File: src/rtl/counter_ctrl_pkg.sv
// Shared types for the counter sweep controller: FSM states, sweep modes
// and the counter direction encoding.
package counter_ctrl_pkg;

    typedef enum logic [2:0] {
        IDLE     = 3'd0,
        RUN_UP   = 3'd1,
        RUN_DOWN = 3'd2,
        PAUSED   = 3'd3,
        DONE     = 3'd4
    } sweep_state_t;

    typedef enum logic {
        SINGLE = 1'b0,
        BOUNCE = 1'b1
    } sweep_mode_t;

    localparam logic DIR_UP   = 1'b0;
    localparam logic DIR_DOWN = 1'b1;

endpackage

File: src/rtl/counter_tick_gen.sv
// Step-rate prescaler: counts 0..div_i while enabled and emits tick_o on
// the cycle the count equals div_i, then wraps. clr_i forces the count to 0.
module counter_tick_gen #(
    parameter int DIV_W = 4
) (
    input  logic             clk,
    input  logic             rst,
    input  logic             clr_i,
    input  logic             en_i,
    input  logic [DIV_W-1:0] div_i,
    output logic             tick_o
);

    logic [DIV_W-1:0] cnt_q;
    logic [DIV_W-1:0] cnt_d;
    logic             at_div;

    assign at_div = (cnt_q == div_i);
    assign tick_o = en_i && at_div;

    always_comb begin
        cnt_d = cnt_q;
        if (clr_i) begin
            cnt_d = '0;
        end else if (en_i) begin
            cnt_d = at_div ? '0 : cnt_q + 1'b1;
        end
    end

    always_ff @(posedge clk) begin
        if (rst) begin
            cnt_q <= '0;
        end else begin
            cnt_q <= cnt_d;
        end
    end

endmodule

File: src/rtl/counter_sweep_ctrl.sv
// Sequencer that drives an up/down counter's enable/dir so the count sweeps
// between latched bounds lo/hi, once (SINGLE) or continuously (BOUNCE).
module counter_sweep_ctrl
    import counter_ctrl_pkg::*;
#(
    parameter int WIDTH = 3,
    parameter int DIV_W = 4,
    parameter int REV_W = 8
) (
    input  logic             clk,
    input  logic             rst,
    input  logic             start_i,
    input  logic             stop_i,
    input  logic             pause_i,
    input  logic             mode_i,
    input  logic [WIDTH-1:0] lo_i,
    input  logic [WIDTH-1:0] hi_i,
    input  logic [DIV_W-1:0] div_i,
    input  logic [WIDTH-1:0] count_i,
    output logic             enable_o,
    output logic             dir_o,
    output logic             busy_o,
    output logic             done_o,
    output logic             err_o,
    output logic [REV_W-1:0] rev_cnt_o
);

    sweep_state_t     state_q, state_d;
    sweep_mode_t      mode_q, mode_d;
    logic [WIDTH-1:0] lo_q, lo_d;
    logic [WIDTH-1:0] hi_q, hi_d;
    logic [DIV_W-1:0] div_q, div_d;
    logic             dir_q, dir_d;
    logic             err_q, err_d;
    logic [REV_W-1:0] rev_q, rev_d;
    logic [REV_W-1:0] rev_inc;
    logic             step_en;
    logic             run;
    logic             tick;

    assign run     = (state_q == RUN_UP) || (state_q == RUN_DOWN);
    assign rev_inc = (&rev_q) ? rev_q : rev_q + 1'b1;

    // Prescaler only advances in a run cycle that is not overridden by stop
    // or pause; it is held at zero elsewhere so every run entry starts fresh.
    counter_tick_gen #(
        .DIV_W (DIV_W)
    ) u_tick_gen (
        .clk    (clk),
        .rst    (rst),
        .clr_i  (!run),
        .en_i   (run && !stop_i && !pause_i),
        .div_i  (div_q),
        .tick_o (tick)
    );

    always_comb begin
        state_d = state_q;
        mode_d  = mode_q;
        lo_d    = lo_q;
        hi_d    = hi_q;
        div_d   = div_q;
        dir_d   = dir_q;
        err_d   = 1'b0;
        rev_d   = rev_q;
        step_en = 1'b0;
        case (state_q)
            IDLE: begin
                if (start_i && !stop_i) begin
                    if (lo_i <= hi_i) begin
                        lo_d   = lo_i;
                        hi_d   = hi_i;
                        div_d  = div_i;
                        mode_d = sweep_mode_t'(mode_i);
                        rev_d  = '0;
                        if (count_i > hi_i) begin
                            state_d = RUN_DOWN;
                            dir_d   = DIR_DOWN;
                        end else begin
                            state_d = RUN_UP;
                            dir_d   = DIR_UP;
                        end
                    end else begin
                        err_d = 1'b1;
                    end
                end
            end
            RUN_UP: begin
                if (stop_i) begin
                    state_d = IDLE;
                end else if (pause_i) begin
                    state_d = PAUSED;
                end else if (tick) begin
                    if (count_i < hi_q) begin
                        step_en = 1'b1;
                    end else begin
                        state_d = RUN_DOWN;
                        dir_d   = DIR_DOWN;
                        rev_d   = rev_inc;
                    end
                end
            end
            RUN_DOWN: begin
                if (stop_i) begin
                    state_d = IDLE;
                end else if (pause_i) begin
                    state_d = PAUSED;
                end else if (tick) begin
                    if (count_i > lo_q) begin
                        step_en = 1'b1;
                    end else if (mode_q == BOUNCE) begin
                        state_d = RUN_UP;
                        dir_d   = DIR_UP;
                        rev_d   = rev_inc;
                    end else begin
                        state_d = DONE;
                    end
                end
            end
            PAUSED: begin
                // dir_q still holds the direction of the run state we left.
                if (stop_i) begin
                    state_d = IDLE;
                end else if (!pause_i) begin
                    state_d = (dir_q == DIR_DOWN) ? RUN_DOWN : RUN_UP;
                end
            end
            DONE: begin
                state_d = IDLE;
            end
            default: begin
                state_d = IDLE;
            end
        endcase
    end

    always_ff @(posedge clk) begin
        if (rst) begin
            state_q <= IDLE;
            mode_q  <= SINGLE;
            lo_q    <= '0;
            hi_q    <= '0;
            div_q   <= '0;
            dir_q   <= DIR_UP;
            err_q   <= 1'b0;
            rev_q   <= '0;
        end else begin
            state_q <= state_d;
            mode_q  <= mode_d;
            lo_q    <= lo_d;
            hi_q    <= hi_d;
            div_q   <= div_d;
            dir_q   <= dir_d;
            err_q   <= err_d;
            rev_q   <= rev_d;
        end
    end

    // Reset wins over stepping in the same cycle so the counter is held.
    assign enable_o  = step_en && !rst;
    assign dir_o     = dir_q;
    assign busy_o    = run || (state_q == PAUSED);
    assign done_o    = (state_q == DONE);
    assign err_o     = err_q;
    assign rev_cnt_o = rev_q;

endmodule

File: config.mk
export PLATFORM = sky130hd
export DESIGN_NAME = counter_sweep_ctrl
export DESIGN_NICKNAME = d
export VERILOG_FILES = /design/src/rtl/counter_ctrl_pkg.sv /design/src/rtl/counter_tick_gen.sv /design/src/rtl/counter_sweep_ctrl.sv
export SDC_FILE = /design/constraint.sdc
export NUM_CORES = 1
export LEC_CHECK = 0
export ABC_CLOCK_PERIOD_IN_PS = 2400
export CORE_MARGIN = 8
export CORE_UTILIZATION = 28
export CTS_BUF_LIST = sky130_fd_sc_hd__clkbuf_8 sky130_fd_sc_hd__clkbuf_16
export DETAILED_ROUTE_END_ITERATION = 8
export PLACE_DENSITY_LB_ADDON = 0.12
export SYNTH_ARGS = -nofsm -noshare
export SYNTH_HDL_FRONTEND = slang
export SYNTH_SLANG_ARGS = --single-unit
File: constraint.sdc
create_clock -name clk -period 2.4 [get_ports clk]
set_clock_uncertainty 0.15 [all_clocks]
set_input_delay 0.48 -clock clk [delete_from_list [all_inputs] [get_ports clk]]
set_output_delay 0.48 -clock clk [all_outputs]
set_load 0.02 [all_outputs]
Word level (Yosys, flattened, before mapping)

Index checks and enable logic that the tools add are counted.

Shifts and indexed selects: 0
Order comparisons: 4
Bitwise logic cells: 3
Eq/ne operators: 21
Div/mod/pow operators: 0
Reductions and logical operators: 18
Multipliers: 0
Add/subtract/negate cells: 2
Multiplexer cells: 53

Operator list:

| kind                | count |
|---|---|
| $mux 8              | 12 |
| $mux 3              | 13 |
| $pmux 8 s3          | 1 |
| $ne 2x2->1 const B  | 11 |
| $mux 1              | 21 |
| $ne 4x4->1 const B  | 4 |
| $pmux 3 s4          | 1 |
| $reduce_and 12->1   | 1 |
| $add 8x1->8 const B | 1 |
| $reduce_and 8->1    | 1 |
| $reduce_and 7->1    | 1 |
| $eq 3x2->1 const B  | 2 |
| $gt 3x3->1          | 2 |
| $logic_and 1x1->1   | 5 |
| $add 4x1->4 const B | 1 |
| $eq 4x4->1          | 1 |
| $mux 2              | 2 |
| $mux 4              | 1 |
| $eq 3x1->1 const B  | 1 |
| $eq 3x3->1 const B  | 1 |
| $le 3x3->1          | 1 |
| $logic_not 1->1     | 3 |
| $logic_not 3->1     | 1 |
| $lt 3x3->1          | 1 |
| other kinds (9)     | 12 |

Bits in latches: 0
Memory bits (read-only): 0
Bits in registers: 28
Output and inout bits: 13
Memories kept: 0
Memory bits (writable): 0

Depth between registers and ports, before layout

Gate-level depths: netlist of run 1.

Depth after elaboration: 10
Mapped depth: 8
Depth with buffers taken out: 8

Cells and area by module

A second synthesis of run 1 with hierarchy kept.

Cell total of the unflattened synthesis: 215
Area, all modules: 1924.3 µm²

By module, submodules not included:

| module             | instances | cells each | area an instance (µm²) |
|---|---|---|---|
| counter_sweep_ctrl | 1         | 189        | 1657.8 |
| counter_tick_gen   | 1         | 26         | 266.5 |

Least setup slack after synthesis of run 1

OpenSTA, ideal clock, no wires.

Kind: in2out
From: in count_i[1]
To: out enable_o
Path buffers: 0
Stages on the path: 5
Path slack: -362 ps
Data arrival time: 2132 ps
Path through: ha_1 or3b_2 o211ai_1 a22oi_2 nor4b_1

Word-level cells in the longest chain between the ends: 7

Ends and longest elaborated chain:

| what                                     | RTL line                                            | RTL |
|---|---|---|
| start, declared                          | counter_sweep_ctrl.sv:19                            | `input logic [WIDTH-1:0] count_i,` |
| $gt 3x3->1 or $lt 3x3->1 (tied branches) | counter_sweep_ctrl.sv:109, counter_sweep_ctrl.sv:94 |  |
| $mux 1, on equally long branches         | counter_sweep_ctrl.sv:109, counter_sweep_ctrl.sv:94 |  |
| $mux 1, on equally long branches         | counter_sweep_ctrl.sv:108, counter_sweep_ctrl.sv:93 |  |
| $mux 1, on equally long branches         | counter_sweep_ctrl.sv:106, counter_sweep_ctrl.sv:91 |  |
| $mux 1, on equally long branches         | counter_sweep_ctrl.sv:104, counter_sweep_ctrl.sv:89 |  |
| $pmux 1 s2 (*)                           | counter_sweep_ctrl.sv:67                            | `case (state_q)` |
| $logic_and 1x1->1 (*)                    | counter_sweep_ctrl.sv:160                           | `assign enable_o = step_en && !rst;` |
| end, declared                            | counter_sweep_ctrl.sv:20                            | `output logic enable_o,` |

Mark *: on every way between the ends. The rest lies on a longest branch, timed or not.

Worst setup path in the final report of run 1

From: reg hi_q[1]
To: out enable_o

Word-level cells in the longest chain between the ends: 7

Ends and longest elaborated chain:

| what                   | RTL line                  | RTL |
|---|---|---|
| start, declared        | counter_sweep_ctrl.sv:31  | `logic [WIDTH-1:0] hi_q, hi_d;` |
| start signal, assigned | counter_sweep_ctrl.sv:151 | `hi_q <= hi_d;` |
| $lt 3x3->1             | counter_sweep_ctrl.sv:94  | `if (count_i < hi_q) begin` |
| $mux 1                 | counter_sweep_ctrl.sv:94  |  |
| $mux 1                 | counter_sweep_ctrl.sv:93  | `end else if (tick) begin` |
| $mux 1                 | counter_sweep_ctrl.sv:91  | `end else if (pause_i) begin` |
| $mux 1                 | counter_sweep_ctrl.sv:89  | `if (stop_i) begin` |
| $pmux 1 s2             | counter_sweep_ctrl.sv:67  |  |
| $logic_and 1x1->1      | counter_sweep_ctrl.sv:160 |  |

Every way passes these cells.

==> results.yml, run 1 <==
setup_path:
  worstPathMaxFanout: 2
  critPathArrivalTime_ps: 1860
  crit_buf_inv: 2
  r2r_cells: 12
  r2r_end: "state_q[0]$_SDFFE_PP0P_"
  crit_path_end_kind: "output port"
  cp_cell_sequence: "inv_2 -> ha_4 -> or3b_4 -> o211ai_1 -> a22oi_2 -> nor4b_4 -> buf_4"
  r2r_setup_slack_ps: 50
  timing.rr.start: "lo_q[2]$_SDFFE_PP0P_"
  cp_slowest_cell: "or3b_4"
  cp.required_ps: 1770
  critPathMaxStageDelay_ps: 350
  cp_top_family: "simple AND/OR/NAND/NOR gates"
  startpoint_type: "flip-flop"
  crit_type: "reg2out"
floorplan:
  io_pins: 32
  core_area_um2: 6240
  die_w_um: 95.4
  start_util: 0.283
  die_y_um: 95.4
  die_area_um2: 9100
  rows: 29
sta:
  relSlewSlack: 0.758
  period_needed_ps: 2490
  finalHoldViolations: 0
  clock.fmax_ghz: 0.402
  rsz0062_at_grt: "yes"
  setup_tns_ps: -153
  drv_slew: 0
  worst_slack_ps: -85.4
  worst_pin_slew_ps: 362
  finalSetupViolCount: 2
  timing.final.crit_share: 1.04
global_routing:
  grt_pass1_vias: 1695
  grt_antenna_before_repair: 0
  overflow: 0
  grt_usage: 0.111
  grt_max_degree: 26
  grt_pass1_wl_um: 8090
drt:
  remaining_drc_errors: 0
  drt_iter0_markers: 32
  num_vias: 1735
  drtPass1Iterations: 4
  routedWlPerCell_um: 13.6
  routed_wirelength_um: 4830
  drtAntennaViolNets: 0
  avgViaCountPerCell: 4.87
flow_run:
  cap_violations: 0
clocking:
  clk-insertion-delay-late_ps: 280
  htreeDepth: 1
  clock_sinks: 28
  clk_path_buf_depth: 2
  cts_made_buffers: 3
  cts-root-buf: "clkbuf_8"
  clk_pin_slew_ps: 100
  cts_tree: "yes"
synth:
  ys_top_cells_by_count: "28 x dfxtp_1, 28 x nor2_1, 17 x a21oi_1, 14 x inv_1, 14 x o21ai_0"
  synth-edff-count: 0
  syn_area_per_cell_um2: 8.25
  syn_inst: 214
  ys_warn_count: 0
  synth_ff_type: "dfxtp_1"
  synth_top_area_cell: "dfxtp_1"
  ys_types: 45
  synthArstFlopShare: 0
  synth_fp_nets: 246
  synth_area_um2: 1770
  ys_seq_area_frac: 0.318
  netlist_top_cells_area: "dfxtp_1 32%, ha_1 9.2%, mux2i_1 6.2%"
  synth-seq-cells: 28
  synth_top_area_share: 0.318
layout:
  fillers: 662
  drive_gt1_frac: 0.283
  final-seq-area_um2: 566
  post-route-util: 0.422
  final_nets: 312
  area_delta_synth_final_pct: 49.3
  antenna_cells: 0
  multi_input_area_um2: 1270
run_status:
  status: "finished, violations left"
  violations: "negative setup slack"
placement:
  io_buffers: 31
  globalplace.congestion: 0.779
  pre_cts_slack_ps: -1040
  hpwlAfterDp_um: 3680
pwr:
  power_mw: 1.91
  p_leak_nw: 1.02
  ir_drop_mv: 0.322
  powerDensity_nw_per_um2: 724
min_path:
  hp-start: "hi_q[0]$_SDFFE_PP0P_"
  hold-path-endpoint: "hi_q[0]$_SDFFE_PP0P_"
  hp-class: "reg2reg"
  min_path_cells: 2
[cell usage in the layout, fill, tap and decap left out, types with 3 or more instances in the layout]
cell,n
or3_1,6
dfxtp_2,4
buf_4,36
o21ai_1,4
mux2i_1,11
nand2_1,10
xor2_1,5
clkdlybuf4s50_1,25
nor2_1,28
nand3b_1,3
buf_6,3
dfxtp_1,24
o21ai_0,9
ha_1,8
o21a_1,4
a21oi_1,14
nand3_1,7
inv_1,11
o31ai_1,3
inv_2,3
nand2b_1,3
clkbuf_8,4
nor2b_1,4
nor3_1,4
ha_4,4
[state kept, by name, summed over array words and instances (netlist names)]
signal,cells
err_o,1
u_tick_gen.cnt_q,4
mode_q,1
lo_q,3
state_q,3
rev_cnt_o,8
div_q,4
hi_q,3
dir_o,1
[per-stage QoR]
step	cell area, um^2	cells	hold slack [ps]
global route	2640	356	378
finish	2640	356	351
CTS	2540	352	365
global placement	2400	348	326
detailed placement	2400	348	339
floorplan	1780	214	302
[cells by family (layout without fill, tap and decap cells)]
kind of cell               Yosys count  count (layout)  share of synthesized area
AOI/OAI and AO/OA                   52              52                      0.195
xor gates and xnor gates             6               6                     0.0298
adders and majority gates           13              13                     0.0921
buffers and inverters               22              87                     0.0510
DFF                                 28              28                      0.318
muxes                               11              11                     0.0624
and+or+nand+nor                     82              82                      0.252
[timing repair]
item / CTS / global route
hold buffers: 0 / 0
gates resized for setup: 34 / 19
cloned: 0 / 0
pin swaps: 9 / 7
setup endpoints to repair: 14 / 13
buffers inserted: 0 / 4
hold endpoints to repair: 0 / 0
[worst max path at each step]
stage	slack, ps	depth (start not counted)	end	from
2_1_floorplan	10	5	enable_o	count_i[1]
3_3_place_gp	-1020	7	enable_o	count_i[1]
3_5_place_dp	-1040	7	enable_o	count_i[1]
4_1_cts	-90	7	enable_o	hi_q[1]$_SDFFE_PP0P_
5_1_grt	-160	7	enable_o	hi_q[1]$_SDFFE_PP0P_
6_report	-90	7	enable_o	hi_q[1]$_SDFFE_PP0P_
[final cells by class]
class / instances / area share
Inverter: 14 / 0.0199
Sequential cell: 28 / 0.215
Timing Repair Buffer: 69 / 0.226
Tap cell: 77 / 0.0366
Multi-Input combinational cell: 164 / 0.482
Clock buffer: 4 / 0.0209
[power breakdown]
group / switching (mW) / leakage [nW] / internal (mW)
logic: 0.512 / 0.763 / 0.530
registers: 0.0493 / 0.229 / 0.513
clock network: 0.157 / 0.0288 / 0.147
total: 0.718 / 1.02 / 1.19
[worst register-to-register path, delay by kind of cell (launching register included)]
kind	cells	cell delay, ps
AOI/OAI and AO/OA	5	640
buffers and inverters	5	590
DFF	1	350
and+or+nand+nor	1	340
adders and majority gates	1	220
[per-layer routing]
metal	vias up	track usage	share of wire
met5	-	0	0
met4	0	0.0294	0.012
met3	6	0.0283	0.035
met2	26	0.188	0.49
met1	806	0.136	0.46
li1	897	-	-
Note: power is estimated with default switching activity, not from simulation.
==> run 2, diff against run 1 <==
--- a/config.mk
+++ b/config.mk
@@ -5,12 +5,14 @@
 export SDC_FILE = /design/constraint.sdc
 export NUM_CORES = 1
 export LEC_CHECK = 0
+export ABC_AREA = 0
 export ABC_CLOCK_PERIOD_IN_PS = 2400
 export CORE_MARGIN = 8
 export CORE_UTILIZATION = 28
 export CTS_BUF_LIST = sky130_fd_sc_hd__clkbuf_8 sky130_fd_sc_hd__clkbuf_16
 export DETAILED_ROUTE_END_ITERATION = 8
 export PLACE_DENSITY_LB_ADDON = 0.12
+export SLEW_MARGIN = 20
 export SYNTH_ARGS = -nofsm -noshare
 export SYNTH_HDL_FRONTEND = slang
 export SYNTH_SLANG_ARGS = --single-unit
==> results of run 2 <==
Same layout as run 1: the final DEF is identical, and so are final timing and power.
==> run 3, diff against run 2 <==
--- a/config.mk
+++ b/config.mk
@@ -6,12 +6,13 @@
 export NUM_CORES = 1
 export LEC_CHECK = 0
 export ABC_AREA = 0
-export ABC_CLOCK_PERIOD_IN_PS = 2400
+export ABC_CLOCK_PERIOD_IN_PS = 2600
 export CORE_MARGIN = 8
 export CORE_UTILIZATION = 28
 export CTS_BUF_LIST = sky130_fd_sc_hd__clkbuf_8 sky130_fd_sc_hd__clkbuf_16
 export DETAILED_ROUTE_END_ITERATION = 8
 export PLACE_DENSITY_LB_ADDON = 0.12
+export SETUP_SLACK_MARGIN = 0.1
 export SLEW_MARGIN = 20
 export SYNTH_ARGS = -nofsm -noshare
 export SYNTH_HDL_FRONTEND = slang
==> constraint.sdc (replaced) <==
create_clock -name clk -period 2.6 [get_ports clk]
set_clock_uncertainty 0.15 [all_clocks]
set_input_delay 0.52 -clock clk [delete_from_list [all_inputs] [get_ports clk]]
set_output_delay 0.52 -clock clk [all_outputs]
set_load 0.02 [all_outputs]
==> run 3 against run 2 <==
Compared with the run above:
- the run now ends clean
- count of clock-buffer cells in the layout unchanged
- via count is 3.0% lower
- critical endpoint unchanged
- routed wire length decreased by 1.6%
- sequential share of layout area rose by 0.98 points
- design area shrank 4.6%
==> results.yml, run 3 (same netlist as run 1, synthesis figures left out) <==
global_routing:
  grt_usage: 0.110
  top_usage_layer: "met2"
  grt_max_degree: 26
  grt_pass1_wl_um: 8040
  met3_usage: 0.0197
  grt_pass1_vias: 1721
  overflow: 0
  grt_antenna_before_repair: 0
  met2_usage: 0.190
  grtUsageMet1: 0.135
floorplan:
  die_y_um: 95.4
  start_util: 0.283
  io_pins: 32
  die_w_um: 95.4
  rows: 29
  core_area_um2: 6240
  die_area_um2: 9100
placement:
  pre_cts_slack_ps: -919
  io_buffers: 31
  globalplace.congestion: 0.793
  hpwlAfterDp_um: 3680
  dp.cells: 341
layout:
  final_cell_mix: "29 x buf_4, 28 x nor2_1, 26 x clkdlybuf4s50_1, 25 x dfxtp_1, 13 x a21oi_1"
  antenna_cells: 0
  largest_reg_flops: 8
  area_delta_synth_final_pct: 42.5
  drive_gt1_frac: 0.249
  final_nets: 302
  stdcell_count: 346
  layout.cells.most_common: "buf_4"
drt:
  drtPass1Iterations: 2
  drtAntennaViolNets: 0
  num_vias: 1683
  routed_wirelength_um: 4750
  avgViaCountPerCell: 4.86
  drt_iter0_markers: 54
  routedWlPerCell_um: 13.7
  remaining_drc_errors: 0
setup_path:
  critPathArrivalTime_ps: 1830
  worstPathMaxFanout: 3
  crit_path_end_kind: "output port"
  cp.required_ps: 1930
  startpoint_type: "primary input"
  crit_type: "in2out"
flow_run:
  cap_violations: 0
sta:
  clock.fmax_ghz: 0.400
  finalSetupViolCount: 0
  worst_slack_ps: 99.8
  worst_pin_slew_ps: 436
  rsz0062_at_grt: "yes"
  timing.final.crit_share: 0.962
  drv_slew: 0
  relSlewSlack: 0.708
  finalHoldViolations: 0
  period_needed_ps: 2500
clocking:
  cts_tree: "yes"
  cts_made_buffers: 3
  cts-root-buf: "clkbuf_8"
  clk-insertion-delay-late_ps: 280
  clk_path_buf_depth: 2
  htreeDepth: 1
  hold_buffers: 0
  clock_sinks: 28
  clk_pin_slew_ps: 100
min_path:
  hp-class: "reg2reg"
run_status:
  status: "completed"
pwr:
  powerDensity_nw_per_um2: 651
  ir_drop_mv: 0.252
  p_leak_nw: 0.959
-- run 3: cell count changes in the layout (fill, tap and decap cells not counted), moves of 2 or more --
cell,before,now
buf_6,3,0
a21oi_2,1,4
a21oi_4,2,0
o21ai_0,9,12
buf_4,36,29
dlygate4sd2_1,2,0
o21ai_1,4,1
-- run 3: layout make-up --
class / instances / area, um^2
well taps: 77 / 96.3
flip-flops and latches: 28 / 564
inverters: 14 / 52.6
repair buffers: 59 / 512
fillers: 673 / 3730
clock buffers: 4 / 55.1
multi-input cells: 164 / 1230
-- run 3: path summary, 6_finish.rpt --
path / from / to / slack [ps] / cells after the start
setup / recovery: count_i[1] / enable_o / 100 / 7
hold / removal: hi_q[0]$_SDFFE_PP0P_ / hi_q[0]$_SDFFE_PP0P_ / 350 / 2
setup reg to reg: lo_q[2]$_SDFFE_PP0P_ / state_q[0]$_SDFFE_PP0P_ / 190 / 11
hold reg to reg: hi_q[0]$_SDFFE_PP0P_ / hi_q[0]$_SDFFE_PP0P_ / 350 / 2
-- run 3: power breakdown --
part           switching (mW)  leakage [nW]  total [mW]  internal (mW)
clock                   0.145        0.0288       0.281          0.136
sequential             0.0432         0.228       0.515          0.472
combinational           0.440         0.702       0.842          0.403
-- run 3: per-layer routing --
layer	vias to the layer above	wire (um)
met5	-	0
met4	0	35
met3	2	113
met2	14	2390
met1	793	2220
li1	874	-
-- run 3: critical path, stage by stage --
cell and delay (ps):
buf_2 130, ha_4 160, or3b_4 360, o211ai_1 120, a22oi_2 120, nor4b_4 240, buf_4 180
-- run 3: per-stage QoR --
| step | total power [mW] | util | hold slack [ps] | instance area, um^2 | TNS [ps] |
|---|---|---|---|---|---|
| 2_1_floorplan | 1.01 | - | 302 | 1780 | 0 |
| 3_3_place_gp | 1.32 | 0.377 | 328 | 2350 | -4480 |
| 3_5_place_dp | 1.32 | 0.377 | 336 | 2350 | -5180 |
| 4_1_cts | 1.63 | 0.394 | 360 | 2460 | 0 |
| 5_1_grt | 1.77 | 0.403 | 379 | 2510 | 0 |
| 6_report | 1.64 | 0.403 | 354 | 2510 | 0 |
-- run 3: timing repair --
item / in CTS / in global routing
pin swaps: 9 / 4
setup buffers: 0 / 1
setup endpoints to repair: 13 / 15
gates resized for setup: 30 / 12
